File: src/rtl/axistream_unpack_pkg.sv
// Package: axistream_unpack_pkg
// Purpose: shared helpers for the AXI-Stream unpack stage.
//   elem_pos maps the beat number within a wide word (0 = first beat
//   emitted) to the element slot inside src_tdata, so that endian
//   ordering is decided in one place.
package axistream_unpack_pkg;

  // Slot of the element emitted on a given beat. In little-endian order,
  // beat k carries slot k. In big-endian order, the most significant slot
  // is emitted first.
  function automatic int unsigned elem_pos(input int unsigned beat,
                                           input int unsigned num_pack,
                                           input bit          big_endian);
    return big_endian ? (num_pack - 1 - beat) : beat;
  endfunction

endpackage

File: src/rtl/axistream_unpack.sv
// Module: axistream_unpack
// Purpose: splits each wide AXI-Stream word of NUM_PACK elements into
//   NUM_PACK narrow beats. A single holding register keeps one word. The
//   final beat of a word may overlap the acceptance of the next word, so a
//   continuous stream runs at one narrow beat per cycle with no bubble.
// Ports:
//   clk          rising-edge clock
//   rst          asynchronous, active-high reset
//   src_tvalid   wide word valid
//   src_tready   wide word accepted (combinational from dest_tready)
//   src_tdata    NUM_PACK elements; element i = [i*DATA_WIDTH +: DATA_WIDTH]
//   src_tlast    packet end; tags the last element emitted from this word
//   dest_tvalid  narrow beat valid
//   dest_tready  narrow beat accepted
//   dest_tdata   current element
//   dest_tlast   high on the final element of a word captured with tlast
module axistream_unpack
  import axistream_unpack_pkg::*;
#(
  parameter int DATA_WIDTH = 8,
  parameter int NUM_PACK   = 4,
  parameter bit BIG_ENDIAN = 1'b0
) (
  input  logic                         clk,
  input  logic                         rst,
  input  logic                         src_tvalid,
  output logic                         src_tready,
  input  logic [DATA_WIDTH*NUM_PACK-1:0] src_tdata,
  input  logic                         src_tlast,
  output logic                         dest_tvalid,
  input  logic                         dest_tready,
  output logic [DATA_WIDTH-1:0]        dest_tdata,
  output logic                         dest_tlast
);

  localparam int IDX_W = $clog2(NUM_PACK);
  localparam logic [IDX_W-1:0] LAST_IDX = IDX_W'(NUM_PACK - 1);

  logic [DATA_WIDTH*NUM_PACK-1:0] data_buf;
  logic                           last_buf;
  logic                           full;
  logic [IDX_W-1:0]               idx;

  logic on_last_beat;
  logic src_hs;
  logic dest_hs;

  assign on_last_beat = (idx == LAST_IDX);

  // The reset gating keeps both valid and ready low for the whole reset
  // window, including the time before the first clock edge.
  assign dest_tvalid = full && !rst;
  assign src_tready  = !rst && (!full || (on_last_beat && dest_tready));
  assign dest_tlast  = full && last_buf && on_last_beat;

  assign src_hs  = src_tvalid && src_tready;
  assign dest_hs = dest_tvalid && dest_tready;

  // A new word can only be accepted while the register is empty or while
  // its final beat leaves. So a load always takes priority and restarts
  // the beat counter. The counter wraps explicitly at the last element,
  // which also handles a NUM_PACK that is not a power of two.
  always_ff @(posedge clk or posedge rst) begin
    if (rst) begin
      data_buf <= '0;
      last_buf <= 1'b0;
      full     <= 1'b0;
      idx      <= '0;
    end else if (src_hs) begin
      data_buf <= src_tdata;
      last_buf <= src_tlast;
      full     <= 1'b1;
      idx      <= '0;
    end else if (dest_hs) begin
      if (on_last_beat) begin
        full <= 1'b0;
        idx  <= '0;
      end else begin
        idx <= idx + IDX_W'(1);
      end
    end
  end

  // Element select: each possible beat number drives its endian-mapped
  // slot when it matches the current counter value.
  always_comb begin
    dest_tdata = '0;
    for (int i = 0; i < NUM_PACK; i++) begin
      if (idx == IDX_W'(i)) begin
        dest_tdata = data_buf[elem_pos(i, NUM_PACK, BIG_ENDIAN)*DATA_WIDTH +: DATA_WIDTH];
      end
    end
  end

endmodule

File: config.mk
export PLATFORM = sky130hd
export DESIGN_NAME = axistream_unpack
export DESIGN_NICKNAME = d
export VERILOG_FILES = /design/src/rtl/axistream_unpack_pkg.sv /design/src/rtl/axistream_unpack.sv
export SDC_FILE = /design/constraint.sdc
export NUM_CORES = 1
export LEC_CHECK = 0
export ABC_AREA = 1
export CAP_MARGIN = 20
export CORE_UTILIZATION = 44
export DETAILED_ROUTE_END_ITERATION = 10
export GPL_TIMING_DRIVEN = 0
export PLACE_DENSITY_LB_ADDON = 0.25
export SKIP_LAST_GASP = 1
export SYNTH_ARGS = -nofsm -noshare
export SYNTH_HDL_FRONTEND = slang
export SYNTH_SLANG_ARGS = --single-unit
File: constraint.sdc
create_clock -name clk -period 1.4 [get_ports clk]
set_clock_uncertainty 0.05 [all_clocks]
set_input_delay 0.14 -clock clk [delete_from_list [all_inputs] [get_ports clk]]
set_output_delay 0.14 -clock clk [all_outputs]
set_load 0.05 [all_outputs]
==> results by group <==
Critical path
  – CP dominant cell by count: nand2_1
  – Worst Path Required: 1.21 ns
  – Crit path max-delay cell type: dfrtp_2
  – R2R Path End: data_buf[14]$_DFFE_PP0P_
  – CP endpoint kind: output port
  – Worst R2R Setup Slack: -0.22 ns
  – Critical Path Fanout Max: 8
  – Worst setup SP type: flip-flop
  – R2r worst-path depth: 8
  – Worst path cell trace: inv_4 > ha_4 > inv_2 > nor2_4 > nand2_1 > nand2_1 > nand2_2 > nand2_4 > buf_8
  – Critical path class: flip-flop to output port
  – Critical path arrival: 1.74 ns
  – Worst r2r src: idx[0]$_DFFE_PP0P_
  – CP peak stage delay: 0.49 ns

CTS
  – Root buf cell: clkbuf_8
  – Num CTS Buffers: 5
  – CTS max path bufs: 2
  – Cts-stage hold buffer count: 0
  – CTS tree: done
  – H-tree levels: 2
  – Clock latency on the worst-skew pair: 0.30 ns
  – Clk slew on worst S/H paths: 0.07 ns
  – Clock sinks: 36

Pwr
  – Pwr Density: 2400 nW/um2
  – Lkg Pwr: 0.00149 uW
  – Peak VDD IR: 1200 uV

GRT
  – Number of global-route vias before repair: 1948
  – First-pass GRT wire length: 9320 um
  – Initial antenna violation count: 0
  – Tot GR Track Use: 28.5%
  – Gr ovfl total: 0
  – Largest net degree at the start of global routing: 46

Placed design
  – DP HPWL: 3320 um
  – Pre-CTS WS: -0.908 ns
  – Count of buffers from port buffering: 46
  – GPL Wtd Cong: 0.778
  – Placed cells: 344

Synth
  – Yosys reg bits: 36
  – Synth cell types: 18
  – Mapped Cells: 248
  – Synth warnings: 0
  – Mean Syn Cell Area: 7.68 um2
  – Post-synthesis sequential area ratio: 47.3%
  – Mapped Nets: 289
  – Mapped Area: 1900 um2

Floorplan
  – FP Rows: 23
  – Core area: 4090 um2
  – Boundary pin count: 48
  – Die Width: 67.8 um
  – Initial Util: 46.6%
  – Die Area: 4590 um2
  – Die H: 67.8 um

Detailed routing
  – Met1 wire length: 2440 um
  – Drt wl/cell: 16.2 um
  – Post-route DRC: 0
  – Total Routed Length: 6000 um
  – Vias per cell: 5.36
  – Drt pass-1 iters: 4
  – Routed wl met3: 266 um
  – DR iter-0 viols: 130
  – Wire length on met2: 3180 um
  – Highest metal used: met4
  – Final antenna-violating net count: 0
  – Detailed-route via count: 1982

Timing
  – Max Transition Viols Final: 0
  – Worst slew pin tran: 0.450 ns
  – Fin crit share: 138%
  – Rel. slew slack: 70.0%
  – Unrepaired setup endpoints after global routing: yes
  – Hold Vio Cnt, Final: 0
  – Min setup slack post-route: -0.529 ns
  – Hold_ws: 0.132 ns
  – Max frequency: 518 MHz
  – Final setup vio count: 46
  – Post-layout min period: 1.93 ns

Flow run
  – Max_cap viols: 0

Min path
  – HP Start: src_tvalid
  – Worst Hold Class: input pin to flip-flop
  – Worst Hold Path EP: data_buf[0]$_DFFE_PP0P_
  – Hold-critical path depth: 3

Finish
  – Share of layout cells above drive strength 1: 41.3%
  – Nets: 360
  – Layout fillers: 259
  – Final Instance Count excl. Fillers: 370
  – Util after Layout: 77.6%
  – Area delta synth->final: 66.5%
  – Inserted Diodes: 0

Outcome
  – Outcome: complete, but fails checks
  – Failing checks: setup timing
cells in the final DEF, fill, tap and decap left out, types with 5 or more instances in the layout:
master            n
dfrtp_1          33
buf_8             9
buf_4            13
clkdlybuf4s50_1  35
clkbuf_8          5
inv_1            10
nand2_1          66
nand2_2          40
a21oi_2          10
buf_2             6
buf_6            12
nand4_1          34
nand2_4           8
cells by family after synthesis:
family / after synthesis / share of synthesized area, %
buf+inv: 33 / 8.54
simple gates: 157 / 36.8
flops: 36 / 47.3
compound gates: 18 / 4.73
fa+ha+maj: 4 / 2.63
synth_stat cells:
library cell	n	area share (%)
a21oi_1	17	4.5
buf_1	1	0.20
buf_2	10	2.6
buf_4	1	0.39
buf_6	3	1.8
clkbuf_1	3	0.59
dfrtp_1	36	47
ha_1	4	2.6
inv_1	14	2.8
inv_2	1	0.20
nand2_1	114	22
nand2_2	1	0.33
nand2_4	1	0.59
nand3_1	2	0.53
nand3_4	1	0.92
nand4_1	34	11
nor2_1	4	0.79
o21ai_0	1	0.26
power breakdown:
group	switching (uW)	total, uW	internal [uW]
combinational	2690	4730	2050
sequential	414	1940	1520
clock	404	930	527
per-stage QoR:
stage | TNS [ns] | cell area [um2] | power, uW
finish | -11.48 | 3170 | 7600
detailed placement | -36.00 | 2560 | 5170
global placement | -33.65 | 2560 | 5110
global route | -13.83 | 3170 | 8010
CTS | -10.13 | 3100 | 7240
floorplan | -0.486 | 2030 | 4220
worst max-delay path by stage:
stage / start / slack (ns) / endpoint / cells past startpoint
floorplan: idx[0]$_DFFE_PP0P_ / -0.07 / dest_tlast / 5
global placement: idx[0]$_DFFE_PP0P_ / -0.87 / dest_tdata[7] / 8
detailed placement: idx[0]$_DFFE_PP0P_ / -0.91 / dest_tdata[7] / 8
CTS: idx[1]$_DFFE_PP0P_ / -0.46 / dest_tdata[7] / 8
global route: idx[0]$_DFFE_PP0P_ / -0.58 / dest_tdata[4] / 9
finish: idx[0]$_DFFE_PP0P_ / -0.53 / dest_tdata[7] / 9
layer usage:
| metal | GRT usage (%) | vias to the layer above |
|---|---|---|
| li1 | - | 952 |
| met1 | 35.4 | 961 |
| met2 | 47.8 | 57 |
| met3 | 5.74 | 12 |
| met4 | 12.0 | 0 |
| met5 | 0 | - |
worst max-delay path, delay by kind of cell, from the launching register on:
kind          cells  cell delay (ns)
flops             1             0.49
simple gates      5             0.54
fa+ha+maj         1             0.13
buf+inv           3             0.29
cell type report:
cell class / count / area, um2 / area share (%)
tap: 50 / 62.6 / 1.97
clock buffer: 5 / 68.8 / 2.17
inverter: 15 / 58.8 / 1.85
clock inverter: 3 / 42.5 / 1.34
buffer: 16 / 141 / 4.46
multi-input combinational: 179 / 1170 / 37.0
timing repair buffer: 66 / 718 / 22.7
sequential: 36 / 905 / 28.5
registers in the layout (all words and copies together) (netlist names):
name and cells:
data_buf 32, full 1, idx 2, last_buf 1
repair_timing:
action                                  in CTS  in global routing
buffers inserted                             8                  7
gates cloned                                 5                  0
endpoints found under the setup margin      83                 47
pin swaps                                   21                  1
gates resized for setup                    169                  4
No activity file was read; power rests on OpenSTA's default activity.
